[src/rtl/addsub_pipe.sv]
// Pipelined signed adder/subtractor. The carry chain is cut into STAGES equal chunks,
// one chunk per cycle. ZF/SF/OF/CF are registered together with the result.
module addsub_pipe #(
  parameter int WIDTH  = 64,
  parameter int STAGES = 4
) (
  input  logic             clk,
  input  logic             rst,
  input  logic             in_valid,
  output logic             in_ready,
  input  logic             op_sub,
  input  logic [WIDTH-1:0] a,
  input  logic [WIDTH-1:0] b,
  output logic             out_valid,
  input  logic             out_ready,
  output logic [WIDTH-1:0] sum,
  output logic             zf,
  output logic             sf,
  output logic             of,
  output logic             cf
);
  localparam int C = WIDTH / STAGES;

  logic             r_vld [STAGES];
  logic             r_sub [STAGES];
  logic             r_cy  [STAGES];
  logic [WIDTH-1:0] r_a   [STAGES];
  logic [WIDTH-1:0] r_b   [STAGES];
  logic [WIDTH-1:0] r_s   [STAGES];
  logic             r_zf, r_sf, r_of, r_cf;

  logic             w_vld_in [STAGES];
  logic             w_sub_in [STAGES];
  logic             w_cin    [STAGES];
  logic [WIDTH-1:0] w_a_in   [STAGES];
  logic [WIDTH-1:0] w_b_in   [STAGES];
  logic [WIDTH-1:0] w_s_in   [STAGES];
  logic [WIDTH-1:0] w_s_out  [STAGES];
  logic             w_cy_out [STAGES];
  logic [C:0]       w_ck;
  logic [WIDTH-1:0] w_res;
  logic             w_adv, w_zf, w_sf, w_of, w_cf;

  assign w_adv     = ~r_vld[STAGES-1] | out_ready;
  assign in_ready  = w_adv;
  assign out_valid = r_vld[STAGES-1];
  assign sum       = r_s[STAGES-1];
  assign zf        = r_zf;
  assign sf        = r_sf;
  assign of        = r_of;
  assign cf        = r_cf;

  // Stage 0 takes the ports (b inverted for SUB); later stages take the skewed registers.
  for (genvar k = 0; k < STAGES; k++) begin : g_src
    if (k == 0) begin : g_first
      assign w_vld_in[k] = in_valid;
      assign w_sub_in[k] = op_sub;
      assign w_cin[k]    = op_sub;
      assign w_a_in[k]   = a;
      assign w_b_in[k]   = op_sub ? ~b : b;
      assign w_s_in[k]   = {WIDTH{1'b0}};
    end else begin : g_next
      assign w_vld_in[k] = r_vld[k-1];
      assign w_sub_in[k] = r_sub[k-1];
      assign w_cin[k]    = r_cy[k-1];
      assign w_a_in[k]   = r_a[k-1];
      assign w_b_in[k]   = r_b[k-1];
      assign w_s_in[k]   = r_s[k-1];
    end
  end

  always_comb begin
    w_ck = {(C+1){1'b0}};
    for (int k = 0; k < STAGES; k++) begin
      w_ck = {1'b0, w_a_in[k][k*C +: C]} + {1'b0, w_b_in[k][k*C +: C]}
           + {{C{1'b0}}, w_cin[k]};
      w_s_out[k]            = w_s_in[k];
      w_s_out[k][k*C +: C]  = w_ck[C-1:0];
      w_cy_out[k]           = w_ck[C];
    end
  end

  // Flags use the completed result and the operands as seen by the last chunk.
  always_comb begin
    w_res = w_s_out[STAGES-1];
    w_zf  = (w_res == {WIDTH{1'b0}});
    w_sf  = w_res[WIDTH-1];
    w_of  = (w_a_in[STAGES-1][WIDTH-1] == w_b_in[STAGES-1][WIDTH-1]) &
            (w_res[WIDTH-1] != w_a_in[STAGES-1][WIDTH-1]);
    w_cf  = w_cy_out[STAGES-1] ^ w_sub_in[STAGES-1];
  end

  always_ff @(posedge clk or posedge rst) begin
    if (rst) begin
      for (int k = 0; k < STAGES; k++) begin
        r_vld[k] <= 1'b0;
        r_sub[k] <= 1'b0;
        r_cy[k]  <= 1'b0;
        r_a[k]   <= {WIDTH{1'b0}};
        r_b[k]   <= {WIDTH{1'b0}};
        r_s[k]   <= {WIDTH{1'b0}};
      end
      r_zf <= 1'b0;
      r_sf <= 1'b0;
      r_of <= 1'b0;
      r_cf <= 1'b0;
    end else if (w_adv) begin
      for (int k = 0; k < STAGES; k++) begin
        r_vld[k] <= w_vld_in[k];
        r_sub[k] <= w_sub_in[k];
        r_cy[k]  <= w_cy_out[k];
        r_a[k]   <= w_a_in[k];
        r_b[k]   <= w_b_in[k];
        r_s[k]   <= w_s_out[k];
      end
      r_zf <= w_zf;
      r_sf <= w_sf;
      r_of <= w_of;
      r_cf <= w_cf;
    end
  end
endmodule
[config.mk]
export PLATFORM = sky130hd
export DESIGN_NAME = addsub_pipe
export DESIGN_NICKNAME = d
export VERILOG_FILES = /design/src/rtl/addsub_pipe.sv
export SDC_FILE = /design/constraint.sdc
export NUM_CORES = 1
export LEC_CHECK = 0
export CAP_MARGIN = 0
export CORE_MARGIN = 2
export CORE_UTILIZATION = 53
export CTS_CLUSTER_SIZE = 28
export DETAILED_ROUTE_END_ITERATION = 16
export PLACE_DENSITY = 0.72
export RECOVER_POWER = 50
export REMOVE_ABC_BUFFERS = 1
export SYNTH_ARGS = -nofsm -noshare
export SYNTH_HDL_FRONTEND = slang
export SYNTH_SLANG_ARGS = --single-unit
[constraint.sdc]
create_clock -name clk -period 26.3 [get_ports clk]
set_clock_uncertainty 0.2 [all_clocks]
set_input_delay 5.26 -clock clk [delete_from_list [all_inputs] [get_ports clk]]
set_output_delay 5.26 -clock clk [all_outputs]
set_load 0.05 [all_outputs]
# Yosys cells after proc, flatten, opt, wreduce, memory -nomap -nowiden
# Index checks and enable logic that the tools add are counted.
# W data, S select, Z words.
[op_classes]
add_sub_neg = 8
mux = 1
n_bitwise = 5
reduce_logical = 1
n_eq_ne = 2
[ops]
columns = ["operator", "n"]
rows = [
  ["$add A16 B16 Y17", 4],
  ["$add A17 B1 Y17", 4],
  ["$logic_not A64 Y1", 1],
  ["$mux W64", 1],
  ["$not A64 Y64", 1],
  ["$and A1 B1 Y1", 1],
  ["$eq A1 B1 Y1", 1],
  ["$ne A1 B1 Y1", 1],
  ["$not A1 Y1", 1],
  ["$or A1 B1 Y1", 1],
  ["$xor A1 B1 Y1", 1],
]
[totals]
regBits = 558
output_inout_bits = 70
in_bits = 133
wordCells = 41

# Longest topological paths before layout
# Gate-level depths: netlist of run 1.
[logic_depth]
ltp_word = 4
ltp_mapped = 12
mapped_depth_nobuf = 12

# Least setup slack after synthesis of run 1
# No wires, ideal clock.
[synth_timing]
path_type = "input-to-output"
from = "in out_ready"
to = "out in_ready"
path_stages = 4
arrival_ps = 6351
t_required_ps = 20840
n_path_buf = 2
path_slack_ps = 14489
path_cell_list = "nor2b_1 clkinv_1 clkbuf_1 buf_1"
[synth_between]
elab_chain_len = 1
[synth_lines]
columns = ["element", "line", "source"]
rows = [
  ["from (decl)", "15", "input logic out_ready,"],
  ["$or A1 B1 Y1", "44", "assign w_adv = ~r_vld[STAGES-1] | out_ready;"],
  ["to (decl)", "10", "output logic in_ready,"],
]
# No other way between the ends.

# Final worst setup path of run 1
# Ends and elaborated chain as after synthesis.

==> metrics.yaml, run 1 <==
die_y_um: 186
r2r_end: "r_b[234]"
syn_inst: 1978
synth_seq_area_share_pct: 52.2
hold_path.class: "flop to flop"
clock-root-buffer: "clkbuf_16"
final_cells: 2545
tightestPinTransition_ps: 9480
postRouteAntennaNets: 0
min_period_ps: 16840
drv_slew: 830
cts_made_buffers: 39
overflow: 0
use_met2_pct: 34.8
drtIter0Drc: 915
grt_pass1_wl_mm: 60.2
finalSetupTns_ps: 0
leakage_nw: 9.98
dominantRegCellSynth: "dfrtp_1"
fillers: 2798
r2r_slack_ps: 15690
violations: "max-capacitance violations, max-slew violations"
whs_endpoint: "sum[62]"
wl_per_cell_um: 14.1
chipWidth_um: 186
crit_arrival_ps: 11380
worstRegToRegCells: 4
whs_path_depth: 2
vias: 13000
syn_area_per_cell_sq_um: 8.84
endpoint_kind: "primary output"
ctsResizeCount: 0
tritoncts: "done"
place_inst: 2478
stdcell_area_sq_mm: 0.0206
num_rows: 66
grt_max_degree: 247
startpoint_type: "primary input"
use_met1_pct: 30.6
vdd_drop_max_uv: 95.8
drc: 0
layout.nets: 2277
io_pins: 203
clkLatencyLatePin_ps: 510
via_per_inst: 5.10
cts_max_level: 2
synth_cell_types: 64
slew-limit-headroom_pct: -532
async_reset_ff_share_pct: 100
grt_busiest_layer: "met2"
r2r_start: "out_valid"
fin_crit_sh_pct: 64.0
first_pass_iters: 5
outcome: "finished with violations"
cts_buffer_depth: 3
clk_pin_slew_ps: 60
die_area_sq_mm: 0.0345
critPathMaxStageDelay_ps: 2540
ys_ff_latch: 365
ys_warn_count: 0
cts.sinks: 365
grt_usage_pct: 21.3
critPathKind: "primary input to primary output"
holdBufCountCts: 0
rsz0062_at_grt: "false"
finalHoldViolations: 0
powerDensity_mw_per_mm2: 131
cp.required_ps: 20840
grtUsageMet3_pct: 3.19
post_cts_buffers: 0
syn_to_final_growth_pct: 17.8
place_area_sq_mm: 0.0194
wl_mm: 35.8
start_util_pct: 53.8
crit_path_top_delay_cell: "clkinvlp_2"
grt_pass1_vias: 12400
synth_edf_count: 0
io_buffers: 202
synth_area_sq_mm: 0.0175
clock.fmax_ghz: 0.0594
holdCritStartpoint: "sum[62]"
crit_fanout: 65
design.core.area_sq_mm: 0.0325
cap_violations: 7
final-setup-viol-count: 0
antenna_found_initial: 1
crit_chain: "dlygate4sd3_1, nor2b_4, clkbuf_1, clkinvlp_2, clkdlybuf4s50_1"
dp_hpwl_mm: 23.6
antenna_cells: 0
drive_gt1_share_pct: 3.95
gp_congestion: 0.855
==> state kept, by name (all words and copies together) (netlist names) <==
signal     cells
r_a           96
r_b           96
r_s           96
sum           64
r_cy           3
r_sub          3
r_vld          3
cf             1
of             1
out_valid      1
zf             1
==> report_power, final <==
part	total [mW]	internal, mW	switching (mW)
Sequential	0.968	0.816	0.152
Combinational	1.18	0.452	0.727
Clock	0.544	0.333	0.212
==> cell usage in the layout (no fill, tap or decap), drive strengths merged, types with 9 or more instances in the layout <==
cell	instances
a211oi	12
a21o	11
a21oi	62
and3	9
clkbuf	68
clkdlybuf4s50	130
dfrtp	365
dlygate4sd3	71
ha	60
inv	27
nand2	856
nand3	16
nor2	45
nor3	19
nor4	12
o21a	15
o21ai	95
o31ai	14
or3	10
xnor2	65
xor2	38
==> cell type report <==
| class | count | area, sq um | area share (%) |
|---|---|---|---|
| clock buffers | 63 | 1250 | 6.06 |
| multi-input cells | 1431 | 7440 | 36.1 |
| inverters | 29 | 111 | 0.540 |
| well taps | 442 | 553 | 2.68 |
| repair buffers | 211 | 2070 | 10.0 |
| clock inverters | 4 | 47.5 | 0.231 |
| flip-flops and latches | 365 | 9130 | 44.3 |
==> layer usage <==
layer	vias up	wire length (um)
met2	241	17000
met1	6189	16900
li1	6524	-
met5	-	0
met4	0	482
met3	38	1470
==> metrics by stage <==
step / hold slack [ps] / util (%) / setup WS (ps) / total power, mW
after floorplan: 230 / - / -10530 / 1.86
final: 255 / 63.3 / 9460 / 2.69
after global placement: 243 / 59.5 / 13420 / 2.11
after global routing: 279 / 63.3 / 7290 / 2.90
after CTS: 267 / 63.5 / 13410 / 2.70
after detailed placement: 254 / 59.5 / 13420 / 2.14
==> cells in the mapped netlist, drive strengths merged (3+ instances only) <==
library cell  instances  area share, %
a2111oi               4           0.24
a211oi               12           0.57
a21boi                3           0.13
a21o                 11           0.47
a21oi                62            1.8
a31o                  3           0.15
a31oi                 3           0.11
and2                  3           0.11
and3                  9           0.32
buf                  71            2.9
clkbuf               82            1.8
dfrtp               365             52
fa                    7           0.80
ha                   60            4.3
inv                  28           0.60
nand2               856             18
nand2b                6           0.21
nand3                16           0.46
nand4                 7           0.25
nor2                 45           0.97
nor2b                 7           0.25
nor3                 19           0.54
nor3b                 7           0.33
nor4                 12           0.43
nor4b                 4           0.20
o21a                 15           0.64
o21ai                95            2.7
o21bai                3           0.13
o31ai                14           0.60
o41ai                 4           0.31
or3                  10           0.36
or4                   4           0.17
xnor2                65            3.3
xor2                 38            1.9
==> cell families after synthesis <==
kind of cell / after synthesis / share of synthesized area [%]
mux: 4 / 0.243
fa+ha+maj: 67 / 5.09
simple gates: 1012 / 23.3
flops: 365 / 52.2
compound gates: 245 / 8.73
buf+inv: 182 / 5.28
xor+xnor: 103 / 5.16
==> worst max path at each step <==
| stage | from | to | slack, ps | cells past startpoint |
|---|---|---|---|---|
| CTS | out_ready | in_ready | 13410 | 5 |
| global route | rst | r_s[204] | 7290 | 3 |
| detailed placement | out_ready | in_ready | 13420 | 5 |
| global placement | out_ready | in_ready | 13420 | 5 |
| finish | out_ready | in_ready | 9460 | 5 |
| floorplan | out_ready | in_ready | -10530 | 2 |
==> worst max-delay path: cells and delay by family <==
kind                   cells  cell delay (ps)
and+or+nand+nor            1              110
buffers and inverters      4             5940
(Power assumes the default switching activity.)
==> run 2, diff against run 1 <==
- clock period: 26.3 -> 15.8 ns (I/O delays scaled with it)
==> run 2 against run 1 <==
Compared with the run above:
- the run still ends with max-capacitance violations, max-slew violations left
- core utilization grew 0.45 points
- sequential power grew 65%
- register-to-register slack lost 6400 ps
- total power grew 68%
- via count grew 0.10%
- worst setup slack lost 3400 ps
- critical path type is now primary input to async pin
==> metrics.yaml, run 2 (synthesis results as in run 1) <==
outcome: "finished with violations"
violations: "max-capacitance violations, max-slew violations"
holdBufCountCts: 0  # unchanged
finalHoldViolations: 0  # unchanged
power_mw: 4.51  # +68%
design.core.area_sq_mm: 0.0325  # unchanged
grt_pass1_vias: 12500  # +0.73%
critPathKind: "primary input to async pin"
powerDensity_mw_per_mm2: 217  # +66%
cts.sinks: 365  # unchanged
final_cells: 2547  # +0.079%
largestRegisters: "r_a (96), r_b (96), r_s (96)"
cts_buffer_depth: 3  # unchanged
leakage_nw: 10.1  # +0.82%
slew-limit-headroom_pct: -336  # +200 points
antenna_cells: 0  # unchanged
syn_to_final_growth_pct: 18.6
place_ws_ps: 6650  # -6770 ps
via_per_inst: 5.11  # about the same
start_util_pct: 53.8  # unchanged
place_inst: 2478  # unchanged
stdcell_area_sq_mm: 0.0207  # +0.70%
clock.fmax_ghz: 0.102
drv_slew: 301  # -64%
setup_ws_ps: 6030  # -3430 ps
crit_fanout: 153  # +140%
die_area_sq_mm: 0.0345  # unchanged
grt_busiest_layer: "met2"
drtIter0Drc: 833  # -9.0%
gp_congestion: 0.854  # about the same
wl_mm: 35.9  # about the same
place_area_sq_mm: 0.0194  # about the same
crit_arrival_ps: 10120  # -1260 ps
fin_crit_sh_pct: 61.8
cts_made_buffers: 39  # unchanged
postRouteAntennaNets: 0  # unchanged
first_pass_iters: 5  # unchanged
ctsResizeCount: 0  # unchanged
use_met2_pct: 35.1  # +0.28 points
vdd_drop_max_uv: 94.8  # -1.1%
drc: 0  # unchanged
tritoncts: "done"
endpoint_kind: "async pin"
num_rows: 66  # unchanged
tightestPinTransition_ps: 6540  # -2940 ps
min_period_ps: 9770
hold_path.class: "flop to flop"
hold_slack_ps: 258  # +3.60 ps
clock-root-buffer: "clkbuf_16"
io_buffers: 202  # unchanged
drive_gt1_share_pct: 4.23  # +0.28 points
final_cell_mix: "856 x nand2_1, 365 x dfrtp_1, 130 x clkdlybuf4s50_1"
rsz0062_at_grt: "false"
wl_per_cell_um: 14.1  # about the same
use_met1_pct: 30.0  # -0.63 points
layout.nets: 2277  # unchanged
final_common_cell: "nand2_1"
clk_pin_slew_ps: 60  # about the same
startpoint_type: "primary input"
antenna_found_initial: 0  # -1
die_y_um: 186  # unchanged
dp_hpwl_mm: 23.5  # -0.45%
cp.required_ps: 16150  # -4690 ps
vias: 13000  # +0.10%
grt_usage_pct: 21.2  # -0.10 points
io_pins: 203  # unchanged
post_cts_buffers: 0  # unchanged
cap_violations: 3  # -4
overflow: 0  # unchanged
chipWidth_um: 186  # unchanged
grt_pass1_wl_mm: 59.8  # -0.67%
grt_max_degree: 222  # -10%
clkLatencyLatePin_ps: 520  # about the same
final-setup-viol-count: 0  # unchanged
grtUsageMet3_pct: 2.88  # -0.31 points
cts_max_level: 2  # unchanged
==> run 2: cell types whose count changed in the layout (fill, tap and decap cells not counted), sizes merged <==
cell / before / now
buf: 5 / 8
bufinv: 1 / 7
clkbuf: 68 / 59
clkinv: 2 / 5
clkinvlp: 3 / 1
inv: 27 / 28
==> run 2: worst max-delay path: stages <==
cell	delay [ps]
dlygate4sd3_1	550
clkinvlp_2	3510
buf_4	1070
buf_4	920
buf_4	760
==> run 2: per-layer routing <==
layer,wire length [um],vias to the layer above
met5,0,-
met4,636,0
met3,1380,52
met2,17000,223
met1,16800,6183
li1,-,6547
==> run 2: final cells by class <==
type | count | area [sq um]
multi-input cells | 1431 | 7440
well taps | 442 | 553
flip-flops and latches | 365 | 9130
inverters | 29 | 118
fillers | 2833 | 11800
clock inverters | 12 | 235
clock buffers | 57 | 1180
repair buffers | 211 | 2090
==> run 2: where the power goes <==
part           internal (mW)  switching, mW
logic                  0.711           1.21
registers               1.36          0.248
clock network          0.629          0.357
==> run 2: path summary, 6_finish.rpt <==
| check | start | endpoint | slack, ps | depth (start not counted) |
|---|---|---|---|---|
| max in group clk | out_ready | r_s[159] | 6410 | 8 |
| worst max register to register | out_valid | r_s[159] | 9270 | 7 |
| worst min register to register | sum[27] | sum[27] | 260 | 2 |
| worst max-delay path | rst | sum[33] | 6030 | 5 |
| worst min-delay path | sum[27] | sum[27] | 260 | 2 |
| min in group asynchronous | rst | r_vld[3] | 4850 | 2 |
==> run 2: per-stage QoR <==
step           TNS [ps]  util (%)
5_1_grt               0      63.8
3_5_place_dp          0      59.5
4_1_cts               0      63.8
6_report              0      63.8
3_3_place_gp          0      59.5
2_1_floorplan  -4180060         -
